### config.mk
export PLATFORM = sky130hd
export DESIGN_NAME = div_arbiter
export DESIGN_NICKNAME = d
export VERILOG_FILES = /design/src/rtl/div_arb_pkg.sv /design/src/rtl/div_rr_pick.sv /design/src/rtl/div_arbiter.sv
export SDC_FILE = /design/constraint.sdc
export NUM_CORES = 1
export LEC_CHECK = 0
export CORE_AREA = 2 2 92 94
export CTS_BUF_LIST = sky130_fd_sc_hd__clkbuf_16
export CTS_CLUSTER_DIAMETER = 30
export DETAILED_ROUTE_END_ITERATION = 16
export DIE_AREA = 0 0 94 96
export GPL_TIMING_DRIVEN = 0
export MAX_ROUTING_LAYER = met4
export PLACE_DENSITY = 0.8
export SLEW_MARGIN = 20
export SYNTH_ARGS = -nofsm -noshare
export SYNTH_HDL_FRONTEND = slang
export SYNTH_HIERARCHICAL = 1
export SYNTH_SLANG_ARGS = --single-unit
### constraint.sdc
create_clock -name clk -period 8.1 [get_ports clk]
set_input_delay 1.215 -clock clk [delete_from_list [all_inputs] [get_ports clk]]
set_output_delay 1.215 -clock clk [all_outputs]
set_load 0.03 [all_outputs]
### src/rtl/div_arb_pkg.sv
// Shared types and constants for the divider arbiter.
package div_arb_pkg;

    // Scheduler states; FLUSH is the post-reset quiet period.
    typedef enum logic [2:0] {
        ST_FLUSH = 3'd0,
        ST_IDLE  = 3'd1,
        ST_ISSUE = 3'd2,
        ST_WAIT  = 3'd3,
        ST_RESP  = 3'd4
    } state_t;

    // Width of a requester index; never below one bit.
    function automatic int id_width(input int n);
        return (n > 1) ? $clog2(n) : 1;
    endfunction

    // Quotient returned for a bypassed divide-by-zero (sliced to WIDTH).
    localparam logic [63:0] QUOT_ALL_ONES = '1;

endpackage

### src/rtl/div_rr_pick.sv
// Combinational round-robin picker: first valid request at or after rr_ptr,
// searching upward and wrapping modulo N_REQ (works for non-power-of-2 N_REQ).
module div_rr_pick
    import div_arb_pkg::*;
#(
    parameter int N_REQ = 4,
    parameter int IW    = id_width(N_REQ)
) (
    input  logic [N_REQ-1:0] req_valid,
    input  logic [IW-1:0]    rr_ptr,
    output logic [N_REQ-1:0] grant_oh,
    output logic [IW-1:0]    grant_idx,
    output logic             any
);

    logic [IW:0]   cand_w;
    logic [IW-1:0] cand;

    // Walk the candidates in priority order and keep the first valid one.
    always_comb begin
        grant_oh  = '0;
        grant_idx = '0;
        any       = 1'b0;
        cand_w    = '0;
        cand      = '0;
        for (int i = 0; i < N_REQ; i++) begin
            cand_w = {1'b0, rr_ptr} + (IW+1)'(i);
            if (cand_w >= (IW+1)'(N_REQ)) begin
                cand_w = cand_w - (IW+1)'(N_REQ);
            end
            cand = cand_w[IW-1:0];
            if (!any && req_valid[cand]) begin
                any            = 1'b1;
                grant_idx      = cand;
                grant_oh[cand] = 1'b1;
            end
        end
    end

endmodule

### src/rtl/div_arbiter.sv
// Round-robin scheduler sharing one start/done divider among N_REQ requesters.
// Optional build macro: DIV_ZERO_BYPASS_EN -- a divisor of zero is answered
// directly (quotient all ones, remainder = dividend) without starting the divider.
// Request handshake: req_ready is one-hot and only asserted in IDLE; a request is
// taken when req_valid[i] && req_ready[i] at a rising edge. Response handshake:
// rsp_* are held stable while rsp_valid is high and retire on rsp_valid && rsp_ready.
module div_arbiter
    import div_arb_pkg::*;
#(
    parameter  int N_REQ        = 4,
    parameter  int WIDTH        = 8,
    parameter  int FLUSH_CYCLES = 2*WIDTH+4,
    localparam int IW           = id_width(N_REQ)
) (
    input  logic                   clk,
    input  logic                   rst,
    input  logic [N_REQ-1:0]       req_valid,
    output logic [N_REQ-1:0]       req_ready,
    input  logic [N_REQ*WIDTH-1:0] req_dividend,
    input  logic [N_REQ*WIDTH-1:0] req_divisor,
    output logic                   div_start,
    output logic [WIDTH-1:0]       div_dividend,
    output logic [WIDTH-1:0]       div_divisor,
    input  logic                   div_done,
    input  logic [WIDTH-1:0]       div_quotient,
    input  logic [WIDTH-1:0]       div_remainder,
    output logic                   rsp_valid,
    input  logic                   rsp_ready,
    output logic [IW-1:0]          rsp_id,
    output logic [WIDTH-1:0]       rsp_quotient,
    output logic [WIDTH-1:0]       rsp_remainder,
    output state_t                 dbg_state
);

    localparam int CW = (FLUSH_CYCLES > 1) ? $clog2(FLUSH_CYCLES) : 1;

    state_t            state_q, state_d;
    logic [CW-1:0]     flush_cnt_q, flush_cnt_d;
    logic [IW-1:0]     rr_ptr_q, rr_ptr_d;
    logic [WIDTH-1:0]  dividend_q, dividend_d;
    logic [WIDTH-1:0]  divisor_q, divisor_d;
    logic [IW-1:0]     id_q, id_d;
    logic [WIDTH-1:0]  quot_q, quot_d;
    logic [WIDTH-1:0]  rem_q, rem_d;

    logic [N_REQ-1:0]  pick_oh;
    logic [IW-1:0]     pick_idx;
    logic              pick_any;
    logic [WIDTH-1:0]  sel_dividend;
    logic [WIDTH-1:0]  sel_divisor;

    div_rr_pick #(
        .N_REQ (N_REQ),
        .IW    (IW)
    ) u_pick (
        .req_valid (req_valid),
        .rr_ptr    (rr_ptr_q),
        .grant_oh  (pick_oh),
        .grant_idx (pick_idx),
        .any       (pick_any)
    );

    // Select the operands of the requester the picker chose.
    always_comb begin
        sel_dividend = '0;
        sel_divisor  = '0;
        for (int i = 0; i < N_REQ; i++) begin
            if (pick_idx == IW'(i)) begin
                sel_dividend = req_dividend[i*WIDTH +: WIDTH];
                sel_divisor  = req_divisor[i*WIDTH +: WIDTH];
            end
        end
    end

    // Next-state logic; div_done only matters in WAIT.
    always_comb begin
        state_d     = state_q;
        flush_cnt_d = flush_cnt_q;
        rr_ptr_d    = rr_ptr_q;
        dividend_d  = dividend_q;
        divisor_d   = divisor_q;
        id_d        = id_q;
        quot_d      = quot_q;
        rem_d       = rem_q;
        case (state_q)
            ST_FLUSH: begin
                flush_cnt_d = flush_cnt_q + CW'(1);
                if (flush_cnt_q == CW'(FLUSH_CYCLES-1)) begin
                    flush_cnt_d = '0;
                    state_d     = ST_IDLE;
                end
            end
            ST_IDLE: begin
                if (pick_any) begin
                    dividend_d = sel_dividend;
                    divisor_d  = sel_divisor;
                    id_d       = pick_idx;
                    rr_ptr_d   = (pick_idx == IW'(N_REQ-1)) ? '0 : pick_idx + IW'(1);
`ifdef DIV_ZERO_BYPASS_EN
                    if (sel_divisor == '0) begin
                        quot_d  = QUOT_ALL_ONES[WIDTH-1:0];
                        rem_d   = sel_dividend;
                        state_d = ST_RESP;
                    end else begin
                        state_d = ST_ISSUE;
                    end
`else
                    state_d = ST_ISSUE;
`endif
                end
            end
            ST_ISSUE: begin
                state_d = ST_WAIT;
            end
            ST_WAIT: begin
                if (div_done) begin
                    quot_d  = div_quotient;
                    rem_d   = div_remainder;
                    state_d = ST_RESP;
                end
            end
            ST_RESP: begin
                if (rsp_ready) begin
                    state_d = ST_IDLE;
                end
            end
            default: begin
                state_d = ST_FLUSH;
            end
        endcase
    end

    // State and datapath registers with synchronous reset.
    always_ff @(posedge clk) begin
        if (rst) begin
            state_q     <= ST_FLUSH;
            flush_cnt_q <= '0;
            rr_ptr_q    <= '0;
            dividend_q  <= '0;
            divisor_q   <= '0;
            id_q        <= '0;
            quot_q      <= '0;
            rem_q       <= '0;
        end else begin
            state_q     <= state_d;
            flush_cnt_q <= flush_cnt_d;
            rr_ptr_q    <= rr_ptr_d;
            dividend_q  <= dividend_d;
            divisor_q   <= divisor_d;
            id_q        <= id_d;
            quot_q      <= quot_d;
            rem_q       <= rem_d;
        end
    end

    assign req_ready     = (state_q == ST_IDLE) ? pick_oh : '0;
    assign div_start     = (state_q == ST_ISSUE);
    assign div_dividend  = dividend_q;
    assign div_divisor   = divisor_q;
    assign rsp_valid     = (state_q == ST_RESP);
    assign rsp_id        = id_q;
    assign rsp_quotient  = quot_q;
    assign rsp_remainder = rem_q;
    assign dbg_state     = state_q;

endmodule
; Word-level counts from Yosys, hierarchy flattened
; Cells that the tools add are included.
[totals]
regBits = 44
elab_cells = 107
output_inout_bits = 43
input_bits = 88
[op_classes]
addsub = 9
reduce_logical = 15
muxes = 48
order_cmp = 12
bitwise = 3
eq_ne = 12
[op_table]
columns = op, n
row1 = $mux 8, 8
row2 = $mux 4, 5
row3 = $mux 2, 9
row4 = $pmux 3 s5, 1
row5 = $lt 2x3->1 const B, 4
row6 = $mux 1, 12
row7 = $mux 3, 4
row8 = $or 4x4->4, 3
row9 = $ge 3x3->1 const B, 3
row10 = $bmux 1 s2, 4
row11 = $demux 1 s2, 4
row12 = $ge 2x1->1 const B, 4
row13 = $sub 2x1->2 const B, 4
row14 = $logic_and 1x1->1, 7
row15 = $add 2x2->3 const B, 2
row16 = $eq 3x2->1 const B, 2
row17 = $ne 2x2->1 const B, 3
row18 = $add 5x1->5 const B, 1
row19 = $eq 5x5->1 const B, 1
row20 = $mux 5, 1
row21 = $eq 2x2->1 const B, 2
row22 = $reduce_and 2->1, 2
row23 = $reduce_and 4->1, 1
row24 = $add 2x1->3 const B, 1
row25 = other kinds (9), 11

; Depth between registers and ports, before layout
[logic_depth]
depth_word = 19
ltp_mapped = 15
mapped_depth_nobuf = 11

; Modules after synthesis
; Netlist, hierarchy kept.
[modules_own_cells]
columns = module, area_each_um2, instances, cells_per_inst, seq_area_each_um2
row1 = div_arbiter, 2297.2, 1, 291, 880.8
row2 = div_rr_pick, 419.2, 1, 45, 0.0

; Worst setup path before layout
; No wires, ideal clock.
[synth_timing]
path_type = input port to output port
start = input req_valid[2]
end = output req_ready[0]
stages = 6
required_ps = 6885
n_path_buf = 1
path_slack_ps = 4274
arrival_ps = 2611
cell_sequence = mux4_2 -> buf_6 -> nor4b_4 -> a22oi_1 -> o21ai_0 -> and2_1
[synth_between]
elab_chain_cells = 13
word_cells_on_any_way = 25
cone_classes = 16 x mux / 3 x bitwise / 6 x reduce/logical
[synth_lines]
columns = item, line
row1 = "start, declared", div_arbiter.sv:17  ; input logic [N_REQ-1:0] req_valid,
row2 = $bmux 1 s2, div_rr_pick.sv:32  ; if (!any && req_valid[cand]) begin
row3 = $mux 1 (implied by the code), div_rr_pick.sv:32
row4 = $mux 1, div_rr_pick.sv:32
row5 = $logic_not 1->1, div_rr_pick.sv:32
row6 = $logic_and 1x1->1, div_rr_pick.sv:32
row7 = $mux 1, div_rr_pick.sv:32
row8 = $logic_not 1->1, div_rr_pick.sv:32
row9 = $logic_and 1x1->1, div_rr_pick.sv:32
row10 = $mux 1, div_rr_pick.sv:32
row11 = $logic_not 1->1, div_rr_pick.sv:32
row12 = $logic_and 1x1->1, div_rr_pick.sv:32
row13 = $mux 4 *, div_rr_pick.sv:32
row14 = via pick_oh[0], div_arbiter.sv:46  ; logic [N_REQ-1:0] pick_oh;
row15 = $mux 4 *, div_arbiter.sv:156  ; assign req_ready = (state_q == ST_IDLE) ? pick_oh : '0;
row16 = "end, declared", div_arbiter.sv:18  ; output logic [N_REQ-1:0] req_ready,
; Mark *: on every way through the listed nets, which the timed path passes. The rest lies on a longest branch. The select of a mux whose other input is x is not followed.

; Worst setup path after layout
[layout_timing]
start = input req_valid[2]
end = output req_ready[2]
; The elaborated chain is that of the path after synthesis.

==> results.sh <==
export IMPL_status="finished clean"
export IMPL_leakagePower_nw=1.49
export IMPL_grt_pass1_vias=2748
export IMPL_clock_fmax_mhz=201
export IMPL_vias_per_cell=5.10
export IMPL_drt_iter0_markers=86
export IMPL_rsz0062_at_grt="false"
export IMPL_vias=2948
export IMPL_final_layout_size_suffix_gt1_frac=0.0486
export IMPL_cap_violations=0
export IMPL_worst_slew_pin_slew_ps=723
export IMPL_path_max_fanout=10
export IMPL_antenna_cells=0
export IMPL_reg2reg_from="rr_ptr_q[1]"
export IMPL_syn_area_per_cell_sq_um=8.08
export IMPL_synth_seq_area_share=0.324
export IMPL_period_minus_slack_ps=4980
export IMPL_holdCritStartpoint="rsp_quotient[5]"
export IMPL_end_kind="output port"
export IMPL_r2r_slack_ps=4180
export IMPL_grt_first_pass_wirelength_microns=12800
export IMPL_rr_worst_depth=14
export IMPL_relSlewSlack=0.514
export IMPL_holdBufCountCts=0
export IMPL_firstDrtPassIters=5
export IMPL_ys_flop_type="dfxtp_1"
export IMPL_ir_drop_mv=0.0764
export IMPL_synth_fp_nets=434
export IMPL_coreArea_sq_mm=0.00805
export IMPL_initial_core_util=0.337
export IMPL_clockBufferDepth=2
export IMPL_synthCells=336
export IMPL_wl_met3_microns=533
export IMPL_die_y_microns=96
export IMPL_cts_setup_buffers=0
export IMPL_syn_cell_area_sq_mm=0.00272
export IMPL_setup_viol=0
export IMPL_wirelength_microns=8090
export IMPL_min_period_over_period=0.615
export IMPL_path_class="input port to output port"
export IMPL_hold_end="rsp_quotient[5]"
export IMPL_wl_met1_microns=3390
export IMPL_worstSetupStartpointType="input port"
export IMPL_cts_root_buf="clkbuf_16"
export IMPL_synth_warnings=6
export IMPL_wl_per_cell_microns=14.0
export IMPL_worstPathArrival_ps=3770
export IMPL_grtUsageTotal=0.179
export IMPL_gp_congestion=0.850
export IMPL_clk_latency_ps=280
export IMPL_fp_dieW_microns=94
export IMPL_async_flop_share=0
export IMPL_fin_skew_ps=3.93
export IMPL_wl_met2_microns=4090
export IMPL_fin_hold_ws_ps=453
export IMPL_cp_startpoint="req_valid[2]"
export IMPL_highest_layer="met4"
export IMPL_grt_max_degree=13
export IMPL_synth_common_cells="53 x nand2_1, 44 x dfxtp_1, 39 x a21oi_1, 24 x inv_1, 24 x nor2_1"
export IMPL_hpwl_microns=6510
export IMPL_drc=0
export IMPL_post_cts_resize_count=0
export IMPL_synth_edf_count=0
export IMPL_hold_viol=0
export IMPL_synth_cell_types=41
export IMPL_required_ps=6880
export IMPL_p_per_area_mw_per_mm2=153
export IMPL_tritoncts="built"
export IMPL_hold_depth=2
export IMPL_reg2reg_to="div_dividend[3]"
export IMPL_cts_num_sinks=44
export IMPL_synth_largest_area_cell="dfxtp_1"
export IMPL_dieArea_sq_mm=0.00902
export IMPL_area_delta_synth_final_pct=57.4
export IMPL_synthTopCellsByArea="dfxtp_1 32%, nand2_1 7.3%, a21oi_1 7.2%"
export IMPL_slew_violations=0
export IMPL_ant_nets=0
export IMPL_post_synth_top_area_fraction=0.324
export IMPL_tns_ps=0
export IMPL_clkTransAtPathRegs_ps=60
export IMPL_cts_buffers=5
export IMPL_cts_htree_levels=2
export IMPL_synth_seq_cells=44
export IMPL_yosysMostFrequentCell="nand2_1"
export IMPL_portBuffers=129
export IMPL_grt_ovfl_total=0
export IMPL_antenna_found_initial=0
export IMPL_fp_row_count=33
export IMPL_layout_nets=570
export IMPL_hold_path_class="flip-flop to flip-flop"
export IMPL_ioPinCount=131
[state kept, by name, summed over array words and instances, names as in the netlist]
| signal | flops |
|---|---|
| dbg_state | 3 |
| rsp_remainder | 8 |
| rsp_id | 2 |
| rsp_quotient | 8 |
| div_divisor | 8 |
| div_dividend | 8 |
| flush_cnt_q | 5 |
| rr_ptr_q | 2 |
[final cells by class]
| class | instances | area (sq um) |
|---|---|---|
| clock buffer | 5 | 125 |
| clock inverter | 3 | 11.3 |
| multi-input combinational | 237 | 1590 |
| sequential | 44 | 881 |
| inverter | 24 | 90.1 |
| tap | 105 | 131 |
| timing repair buffer | 129 | 1290 |
| buffer | 31 | 154 |
| fill | 755 | 3780 |
[cell usage in the layout (no fill, tap or decap), types with 2 or more instances in the layout]
| cell type | netlist | final |
|---|---|---|
| clkdlybuf4s50_1 | 0 | 129 |
| nand2_1 | 53 | 53 |
| dfxtp_1 | 44 | 44 |
| a21oi_1 | 39 | 39 |
| inv_1 | 24 | 26 |
| nor2_1 | 24 | 24 |
| clkbuf_1 | 21 | 21 |
| nand3b_1 | 16 | 16 |
| a221o_1 | 16 | 16 |
| a311oi_1 | 16 | 16 |
| ha_1 | 10 | 10 |
| a22oi_1 | 9 | 9 |
| buf_2 | 6 | 6 |
| mux2i_1 | 6 | 6 |
| o21ai_0 | 6 | 6 |
| or3_1 | 5 | 5 |
| clkbuf_16 | 0 | 5 |
| buf_6 | 4 | 4 |
| and2_1 | 4 | 4 |
| nor3_1 | 3 | 3 |
| nor2b_1 | 3 | 3 |
| nand2b_1 | 2 | 2 |
| o31ai_1 | 2 | 2 |
| mux4_2 | 2 | 2 |
| mux4_1 | 2 | 2 |
| mux2_2 | 2 | 2 |
[worst max-delay path, cell delays in order]
cell and delay [ps]:
clkdlybuf4s50_1 470, mux4_2 500, buf_6 160, nor4b_4 390
a22oi_1 130, o21ai_0 100, and2_1 140, clkdlybuf4s50_1 660
[layer usage]
metal	up-vias	GRT usage
met4	0	0.0411
met2	116	0.314
met3	8	0.0360
met5	-	-
li1	1480	-
met1	1344	0.212
[kinds of logic (layout without fill, tap and decap cells)]
family	count (synthesis)	after routing	synth area share
mux	12	12	0.0663
flops	44	44	0.324
buf+inv	55	192	0.0898
compound gates	93	93	0.241
fa+ha+maj	10	10	0.0461
simple gates	122	122	0.233
[how the worst max path moves through the flow]
stage | depth (start not counted) | to | slack (ps)
after detailed placement | 8 | req_ready[0] | 3130
after CTS | 8 | req_ready[0] | 3120
after floorplan | 6 | req_ready[0] | 4270
after global routing | 8 | req_ready[1] | 3000
after global placement | 8 | req_ready[3] | 3210
final | 8 | req_ready[2] | 3120
[through the flow]
step	instance area, sq um	setup slack, ps	power, mW	cells	util
CTS	4280	3120	0.660	578	0.531
global route	4280	3000	0.691	578	0.531
detailed placement	4140	3130	0.474	570	0.514
floorplan	2720	4270	0.380	336	-
finish	4280	3120	0.654	578	0.531
global placement	4140	3210	0.468	570	0.514
[power breakdown]
group / internal (mW) / leakage (nW) / switching, mW
clock network: 0.111 / 0.0738 / 0.0728
logic: 0.119 / 1.07 / 0.113
registers: 0.229 / 0.355 / 0.00966
total: 0.459 / 1.49 / 0.196
Note: power is estimated with default switching activity, not from simulation.
